`src/rtl/vc_merge_if.sv`:
```
// rtl/vc_merge_if.sv - channel-FIFO / downstream-FIFO signal bundle for vc_merge
// word_cnt exists only when VC_MERGE_COUNT_EN is defined.
interface vc_merge_if #(
    parameter int LINE_SIZE = 12
);
    logic [3:0]             empty_f;
    logic [4*LINE_SIZE-1:0] data_in;
    logic                   almost_full_out;
    logic [3:0]             pop;
    logic                   push_out;
    logic [LINE_SIZE-1:0]   data_out;
    logic [3:0]             state;
`ifdef VC_MERGE_COUNT_EN
    logic [31:0]            word_cnt;
`endif

    // master: the FIFO environment around the merge block
    modport master (
        output empty_f, data_in, almost_full_out,
`ifdef VC_MERGE_COUNT_EN
        input  word_cnt,
`endif
        input  pop, push_out, data_out, state
    );

    // slave: the merge block itself
    modport slave (
        input  empty_f, data_in, almost_full_out,
`ifdef VC_MERGE_COUNT_EN
        output word_cnt,
`endif
        output pop, push_out, data_out, state
    );
endinterface

```
`src/rtl/vc_merge.sv`:
```
// rtl/vc_merge.sv - round-robin merge of four virtual-channel FIFOs into one downstream FIFO
// Optional per-channel push counters are built with VC_MERGE_COUNT_EN.
module vc_merge #(
    parameter int LINE_SIZE = 12
) (
    input  logic      clk,
    input  logic      reset_L,
    vc_merge_if.slave bus
);
    typedef enum logic [3:0] {
        ST_RESET  = 4'b0001,
        ST_INIT   = 4'b0010,
        ST_IDLE   = 4'b0100,
        ST_ACTIVE = 4'b1000
    } state_t;

    state_t               r_state;
    logic [1:0]           r_last;
    logic [1:0]           r_sel;
    logic                 r_push;
    logic [LINE_SIZE-1:0] r_hold;

    logic [1:0]           w_cand;
    logic [1:0]           w_grant_idx;
    logic                 w_grant_vld;
    logic [3:0]           w_pop;
    logic [LINE_SIZE-1:0] w_word;
    logic                 w_all_empty;

    assign w_all_empty = &bus.empty_f;

    // Search starts one past the last grant; the fourth candidate wraps back to it.
    always_comb begin
        w_cand      = r_last;
        w_grant_idx = r_last;
        w_grant_vld = 1'b0;
        for (int k = 1; k <= 4; k++) begin
            w_cand = r_last + 2'(k);
            if (!w_grant_vld && !bus.empty_f[w_cand]) begin
                w_grant_idx = w_cand;
                w_grant_vld = 1'b1;
            end
        end
    end

    // pop looks at this cycle's flags so a channel drained by the previous pop is never re-read.
    assign w_pop = (r_state == ST_ACTIVE && !bus.almost_full_out && w_grant_vld)
                   ? (4'b0001 << w_grant_idx) : 4'b0000;

    // Channel read data arrives the cycle after pop, alongside the registered push strobe.
    assign w_word = bus.data_in[int'(r_sel)*LINE_SIZE +: LINE_SIZE];

    assign bus.pop      = w_pop;
    assign bus.push_out = r_push;
    assign bus.data_out = r_push ? w_word : r_hold;
    assign bus.state    = r_state;

    always_ff @(posedge clk or negedge reset_L) begin
        if (!reset_L) begin
            r_state <= ST_RESET;
            r_last  <= 2'd3;
            r_sel   <= 2'd0;
            r_push  <= 1'b0;
            r_hold  <= '0;
        end else begin
            r_push <= |w_pop;
            if (|w_pop) begin
                r_sel  <= w_grant_idx;
                r_last <= w_grant_idx;
            end
            if (r_push) begin
                r_hold <= w_word;
            end
            // Leaving ACTIVE never cancels r_push, so an in-flight word still lands.
            case (r_state)
                ST_RESET:  r_state <= ST_INIT;
                ST_INIT:   r_state <= ST_IDLE;
                ST_IDLE:   if (!w_all_empty && !bus.almost_full_out) r_state <= ST_ACTIVE;
                ST_ACTIVE: if (w_all_empty || bus.almost_full_out)   r_state <= ST_IDLE;
                default:   r_state <= ST_RESET;
            endcase
        end
    end

`ifdef VC_MERGE_COUNT_EN
    logic [7:0] r_cnt [4];

    always_ff @(posedge clk or negedge reset_L) begin
        if (!reset_L) begin
            for (int i = 0; i < 4; i++) begin
                r_cnt[i] <= 8'd0;
            end
        end else if (r_push) begin
            r_cnt[r_sel] <= r_cnt[r_sel] + 8'd1;
        end
    end

    assign bus.word_cnt = {r_cnt[3], r_cnt[2], r_cnt[1], r_cnt[0]};
`endif

endmodule

```
`src/flat_wrapper.sv`:
```
// flat-port wrapper written by rule: the top's interface ports become plain ports
module vc_merge_flat 
#(
    parameter int LINE_SIZE = 12
)
  (clk, reset_L, bus_empty_f, bus_data_in, bus_almost_full_out, bus_pop, bus_push_out, bus_data_out, bus_state);
  vc_merge_if #(.LINE_SIZE(LINE_SIZE)) bus_i ();
  input  logic clk;
  input  logic reset_L;
  input wire logic [$bits(bus_i.empty_f)-1:0] bus_empty_f;
  input wire logic [$bits(bus_i.data_in)-1:0] bus_data_in;
  input wire logic [$bits(bus_i.almost_full_out)-1:0] bus_almost_full_out;
  output wire logic [$bits(bus_i.pop)-1:0] bus_pop;
  output wire logic [$bits(bus_i.push_out)-1:0] bus_push_out;
  output wire logic [$bits(bus_i.data_out)-1:0] bus_data_out;
  output wire logic [$bits(bus_i.state)-1:0] bus_state;
  assign bus_i.empty_f = bus_empty_f;
  assign bus_i.data_in = bus_data_in;
  assign bus_i.almost_full_out = bus_almost_full_out;
  assign bus_pop = bus_i.pop;
  assign bus_push_out = bus_i.push_out;
  assign bus_data_out = bus_i.data_out;
  assign bus_state = bus_i.state;
  vc_merge #(.LINE_SIZE(LINE_SIZE)) u_core (.clk(clk), .reset_L(reset_L), .bus(bus_i));
endmodule
```
`config.mk`:
```
export PLATFORM = sky130hd
export DESIGN_NAME = vc_merge_flat
export DESIGN_NICKNAME = d
export VERILOG_FILES = /design/src/rtl/vc_merge_if.sv /design/src/rtl/vc_merge.sv /design/src/flat_wrapper.sv
export SDC_FILE = /design/constraint.sdc
export NUM_CORES = 1
export LEC_CHECK = 0
export ABC_AREA = 1
export CELL_PAD_IN_SITES_DETAIL_PLACEMENT = 1
export CELL_PAD_IN_SITES_GLOBAL_PLACEMENT = 1
export CORE_UTILIZATION = 28
export DETAILED_ROUTE_END_ITERATION = 7
export GPL_ROUTABILITY_DRIVEN = 0
export PLACE_DENSITY_LB_ADDON = 0.1
export SLEW_MARGIN = 20
export SYNTH_ARGS = -nofsm -noshare
export SYNTH_HDL_FRONTEND = slang
export SYNTH_SLANG_ARGS = --single-unit
```
`constraint.sdc`:
```
create_clock -name clk -period 2.9 [get_ports clk]
set_clock_uncertainty 0.05 [all_clocks]
set_input_delay 0.58 -clock clk [delete_from_list [all_inputs] [get_ports clk]]
set_output_delay 0.58 -clock clk [all_outputs]
set_load 0.03 [all_outputs]
```
Yosys cells after proc, flatten, opt, wreduce, memory -nomap -nowiden
Cells that the tools add are included.
{ "classes": {"addsub": 3, "multipliers": 1, "magnitude_cmp": 4, "eq_ne": 6, "shifts": 2, "muxes": 21, "reduce_logical": 17} }
{ "op_table": {"columns": ["cell", "n"], "rows": [
  ["indexed part select 48 x 32 -> 12 bit", 1],
  ["one-hot mux 4 bit (4 select lines)", 1],
  ["less-than comparator 2 x 3 -> 1 bit (second input constant)", 4],
  ["2-to-1 mux 12 bit", 1],
  ["2-to-1 mux 4 bit", 3],
  ["binary-select mux 1 bit (select 2 bit)", 4],
  ["2-to-1 mux 1 bit", 8],
  ["2-to-1 mux 2 bit", 4],
  ["zero test 1 bit", 7],
  ["logical AND 1 bit", 6],
  ["adder 2 bit (second input constant)", 2],
  ["equality test 4 x 1 -> 1 bit (second input constant)", 1],
  ["equality test 4 x 2 -> 1 bit (second input constant)", 1],
  ["equality test 4 x 3 -> 1 bit (second input constant)", 1],
  ["equality test 4 bit (second input constant)", 1],
  ["multiplier 2 x 2 -> 4 bit (second input constant)", 1],
  ["AND reduction 4 bit", 1],
  ["OR reduction 4 bit", 1],
  ["left shift 1 x 2 -> 4 bit (first input constant)", 1],
  ["adder 2 x 1 -> 2 bit (second input constant)", 1],
  ["inequality test 2 x 1 -> 1 bit (second input constant)", 1],
  ["inequality test 2 bit (second input constant)", 1],
  ["AND reduction 2 bit", 1],
  ["logical OR 1 bit", 1]
]} }
{ "totals": {"ff_bits": 21, "output_inout_bits": 21, "word_cells": 59} }

Logic depth before layout (Yosys ltp)
{ "depth": {"ltp_word": 15, "mapped_depth": 13, "depth_no_buf": 11} }

Worst setup path before layout
Ideal clock, no wire load.
{ "synth_timing": {"path_type": "register -> output", "start": "register u_core.r_last[0]", "end": "output port bus_pop[2]", "arrival_time_ns": 1.773, "setup_slack_ns": 0.497, "stages_incl_launch_ff": 13, "path_cell_list": "dfstp_2 > buf_6 > inv_4 > buf_8 > nand2_2 > nand2_2 > nand2_2 > nand2_4 > nand2_1 > nand2_1 > nand2_1 > nand3_1 > a21oi_1"} }
{ "synth_via": {"elab_chain_len": 14, "elab_cells_between_ends": 30} }
{ "synth_rtl": {"columns": ["element", "line", "rtl"], "rows": [
  ["start: declaration", "vc_merge.sv:18", "logic [1:0] r_last;"],
  ["start signal: assignment", "vc_merge.sv:69", "r_last <= w_grant_idx;"],
  ["adder 2 bit", "vc_merge.sv:38", "w_cand = r_last + 2'(k);"],
  ["binary-select mux 1 bit (select 2 bit)", "vc_merge.sv:39", "if (!w_grant_vld && !bus.empty_f[w_cand]) begin"],
  ["2-to-1 mux 1 bit (implied by the code)", "vc_merge.sv:39", null],
  ["zero test 1 bit", "vc_merge.sv:39", null],
  ["logical AND 1 bit", "vc_merge.sv:39", null],
  ["2-to-1 mux 1 bit", "vc_merge.sv:39", null],
  ["zero test 1 bit", "vc_merge.sv:39", null],
  ["logical AND 1 bit", "vc_merge.sv:39", null],
  ["2-to-1 mux 1 bit", "vc_merge.sv:39", null],
  ["zero test 1 bit", "vc_merge.sv:39", null],
  ["logical AND 1 bit", "vc_merge.sv:39", null],
  ["2-to-1 mux 2 bit or 2-to-1 mux 1 bit (tied branches)", "vc_merge.sv:39", null],
  ["left shift 1 x 2 -> 4 bit or logical AND 1 bit (tied branches)", "vc_merge.sv:48, vc_merge.sv:47", null],
  ["2-to-1 mux 4 bit *", "vc_merge.sv:48", "? (4'b0001 << w_grant_idx) : 4'b0000;"],
  ["end: declaration", "flat_wrapper.sv:13", "output wire logic [$bits(bus_i.pop)-1:0] bus_pop;"]
]} }
Mark *: on every way between the ends. The rest lies on a longest branch, timed or not. The select of a mux whose other input is x is not followed.

Final worst setup path
{ "layout_timing": {"start": "register u_core.r_sel[1]", "end": "output port bus_data_out[0]"} }
{ "layout_via": {"elab_chain_len": 3} }
{ "layout_rtl": {"columns": ["element", "line", "rtl"], "rows": [
  ["start: declaration", "vc_merge.sv:19", "logic [1:0] r_sel;"],
  ["start signal: assignment", "vc_merge.sv:68", "r_sel <= w_grant_idx;"],
  ["multiplier 2 x 2 -> 4 bit", "vc_merge.sv:51", "assign w_word = bus.data_in[int'(r_sel)*LINE_SIZE +: LINE_SIZE];"],
  ["indexed part select 48 x 32 -> 12 bit", "vc_merge.sv:51", null],
  ["2-to-1 mux 12 bit", "vc_merge.sv:55", "assign bus.data_out = r_push ? w_word : r_hold;"],
  ["end: declaration", "flat_wrapper.sv:15", "output wire logic [$bits(bus_i.data_out)-1:0] bus_data_out;"]
]} }
Every way passes these cells.

==> run summary <==
Of the synthesized area, sequential elements account for 37.7%. The total area inside the core boundary comes to 4790 um^2. The logs give 1599 for the number of global-route vias before repair and 49 for the number of design-rule violations left by the first detailed-router iteration.

The floorplan has 25 rows. The first detailed-routing pass took 4 iterations. STA classifies the critical path startpoint as a flop. The HPWL reported at the end of detailed placement was 3420 um; the proportion of layout cells with a drive suffix above 1 was 13.3%. The area growth from synthesis to layout is 63.6%. The run gives 341 as the net count reported at finish.

Setup violations remaining at the end of the flow were counted as 0. In the synthesized netlist the dominant register cell turns out to be dfrtp_1. The initial core utilization came out at 29.3%.

Walking the worst path, the cells encountered are clkinvlp_4, buf_4, nor2_1, o21ai_0, a31oi_1, dlygate4sd2_1. The final design area excluding fillers is 2290 um^2. The number of antenna diodes in the final layout is 0. Measured along the x axis, the die boundary spans 72.8 um. Synthesis produced 210 cells. The clock transition at the registers of the reported paths is 0.07 ns, and the worst setup slack before clock tree synthesis is -0.0410 ns. Timing would allow up to 370 MHz. The tools report the maximum vdd drop as 0.341 mV. The power per standard cell area is 766 nW/um^2. At the worst endpoint, the required time is 2.27 ns. Synthesis inferred 21 register bits. The run finished with clean final reports. The share of synthesized flip-flops with an asynchronous set or reset is 100%, and the largest stage delay on the critical path is 0.53 ns. The per-instance average area after synthesis is 6.68 um^2. Across every metal layer, demand over resource in global routing totals 17.8%.

The mean routed wirelength per cell came out at 12.7 um. Summing internal, switching and leakage power gives 1760 uW. The routed via count divided by cell count was 4.60. For this run the aggregate overflow at the end of global routing stands at 0.

The tools report the number of failing hold endpoints at the final stage as 0. The logs give 0 for the number of antenna violations at the first check in global routing and 0 for the final count of pins violating max slew. Headroom to the max-slew limit: 71.4%. STA classifies the critical path endpoint as a primary output. The detail route stage leaves a number of antenna-violating nets equal to 0. The number of buffers created by CTS was 3. The die is 72.8 um tall. Count of distinct cell types in the synthesized netlist: 24.

The critical path class is reg2out. The first global-routing pass estimated 7360 um of wire. The max-cap check violation count came out at 0. The worst path setup slack after routing is 0.197 ns, and the maximum count of clock buffers along a single path is 2. Setup repair after global routing left no endpoint under its margin. Together, buffers and inverters on the worst path number 3. 76 I/O pins were placed. The largest net degree at the start of global routing was 26.

Counting flops with a built-in enable in the synthesized netlist gives 0. TritonCTS built the clock tree. For the pin with the worst max-slew slack, the measured transition is 0.428 ns.

The signal arrival time at the worst endpoint was 2.07 ns; the leakage power of the design was 0.000975 uW. The slowest stage cell on the critical path is dfrtp_1. Remaining design rule violation count: 0. Of the available clock period, the critical path in the final layout requires 93.2%. The run gives 1619 as the total via count in the routed design.

The path class of the tightest hold or removal check is reg2reg. The synthesis warning total came out at 0. The logs give 5300 um^2 for the die footprint and 4480 um for the final routed wirelength across all metal layers.

The cell class contributing the biggest share of worst-path delay is buffers and inverters. The number of I/O port buffers works out to 75. Subtracting the final worst setup slack from the clock period gives 2.70 ns. The tools report the total nets after synthesis as 265. The logs give 2200 um^2 for the area after detailed placement and 0 for the number of hold-repair buffers added at the cts stage. Maximum fanout encountered on the critical timing path: 7. The number of sinks handled by clock tree synthesis is 21, and the H-tree depth reported by CTS is 1. The CTS root buffer is clkbuf_8. After synthesis the cells add up to 1400 um^2. The later pin in the worst-skew pair is clocked with a latency of 0.26 ns.
-- cell usage in the layout (no fill, tap or decap) --
cell type,count
a31oi_1,12
nand2_2,10
nand4_1,1
nand2_4,1
clkdlybuf4s50_1,59
a41oi_1,1
nand3_1,7
nand3_2,2
inv_2,1
inv_4,2
inv_1,9
nand2_1,30
o21ai_0,28
nor3_1,2
nor2_1,66
dfrtp_2,2
a21oi_2,1
nor4_1,1
clkinv_2,1
dfrtp_1,16
clkinvlp_4,1
dfstp_2,3
clkbuf_8,3
dlygate4sd2_1,2
a21oi_1,1
buf_4,11
o21ai_1,2
dlymetal6s2s_1,10
-- metal layers --
metal	wire (um)	track usage, %
met1	2100	23.8
met2	2160	30.7
met3	196	2.90
met4	14	2.61
met5	0	0
-- power by group --
part           internal [uW]  leakage (uW)  switching, uW
registers                391      0.000219            102
logic                    430      0.000730            640
clock network           95.7     0.0000255           99.0
total                    917      0.000975            841
-- area by class of cell --
class                           count  area, um^2
Inverter                           13        57.6
Clock buffer                        3        41.3
Sequential cell                    21         532
Timing Repair Buffer               82         816
Tap cell                           67        83.8
Clock inverter                      1        5.00
Fill cell                         619        2490
Multi-Input combinational cell    165         759
-- cells in the mapped netlist, types with 2 or more instances --
master	number	area (um^2)
buf_2	2	10.0
inv_2	2	7.51
a31oi_1	12	75.1
nand2_1	30	113
nor2_1	66	248
dfrtp_1	18	450
clkbuf_1	7	26.3
nand2_2	10	62.6
nand3_2	2	20.0
nor3_1	2	10.0
dfstp_2	3	78.8
nand3_1	7	35.0
o21ai_1	2	10.0
inv_1	10	37.5
o21ai_0	28	140
-- worst paths after layout --
check,from,endpoint,slack (ns),cells after the start
max,u_core.r_sel[1]$_DFFE_PN0P_,bus_data_out[0],0.20,6
min,u_core.bus.state[1]$_DFFE_PN0P_,u_core.bus.state[1]$_DFFE_PN0P_,0.47,1
max reg2reg,u_core.r_last[0]$_DFFE_PN1P_,u_core.r_last[1]$_DFFE_PN1P_,1.19,10
min reg2reg,u_core.bus.state[1]$_DFFE_PN0P_,u_core.bus.state[1]$_DFFE_PN0P_,0.47,1
max in group asynchronous,reset_L,u_core.bus.state[0]$_DFFE_PN1P_,1.89,2
min in group asynchronous,reset_L,u_core.r_hold[4]$_DFF_PN0_,0.61,2
-- metrics by stage --
| stage | setup TNS (ns) | cells | hold slack [ns] | util, % |
|---|---|---|---|---|
| floorplan | 0 | 210 | 0.234 | - |
| global placement | 0 | 346 | 0.455 | 46.0 |
| detailed placement | -0.0410 | 346 | 0.464 | 46.0 |
| CTS | 0 | 350 | 0.476 | 47.0 |
| global route | 0 | 352 | 0.499 | 47.9 |
| finish | 0 | 352 | 0.470 | 47.9 |
-- what timing repair did --
item,in CTS,in global routing
resized for setup,4,12
setup endpoints to repair,5,10
buffers inserted,0,2
gates cloned,0,0
-- cells by family after synthesis --
kind of cell / count (synthesis) / synth area share (%)
flip-flops: 21 / 37.7
buffers and inverters: 24 / 8.12
AO/OA/AOI/OAI: 45 / 17.7
AND/OR/NAND/NOR: 120 / 36.5
-- state kept, by name (all words and copies together), names as in the netlist --
register	flops
u_core.bus.state	4
u_core.r_sel	2
u_core.bus.push_out	1
u_core.r_hold	12
u_core.r_last	2
-- worst reg2reg max path: cells and delay by family, from the launching register on --
family | cells | cell delay [ns]
buffers and inverters | 1 | 0.10
AND/OR/NAND/NOR | 9 | 0.85
flip-flops | 1 | 0.66
No activity file was read; power rests on OpenSTA's default activity.
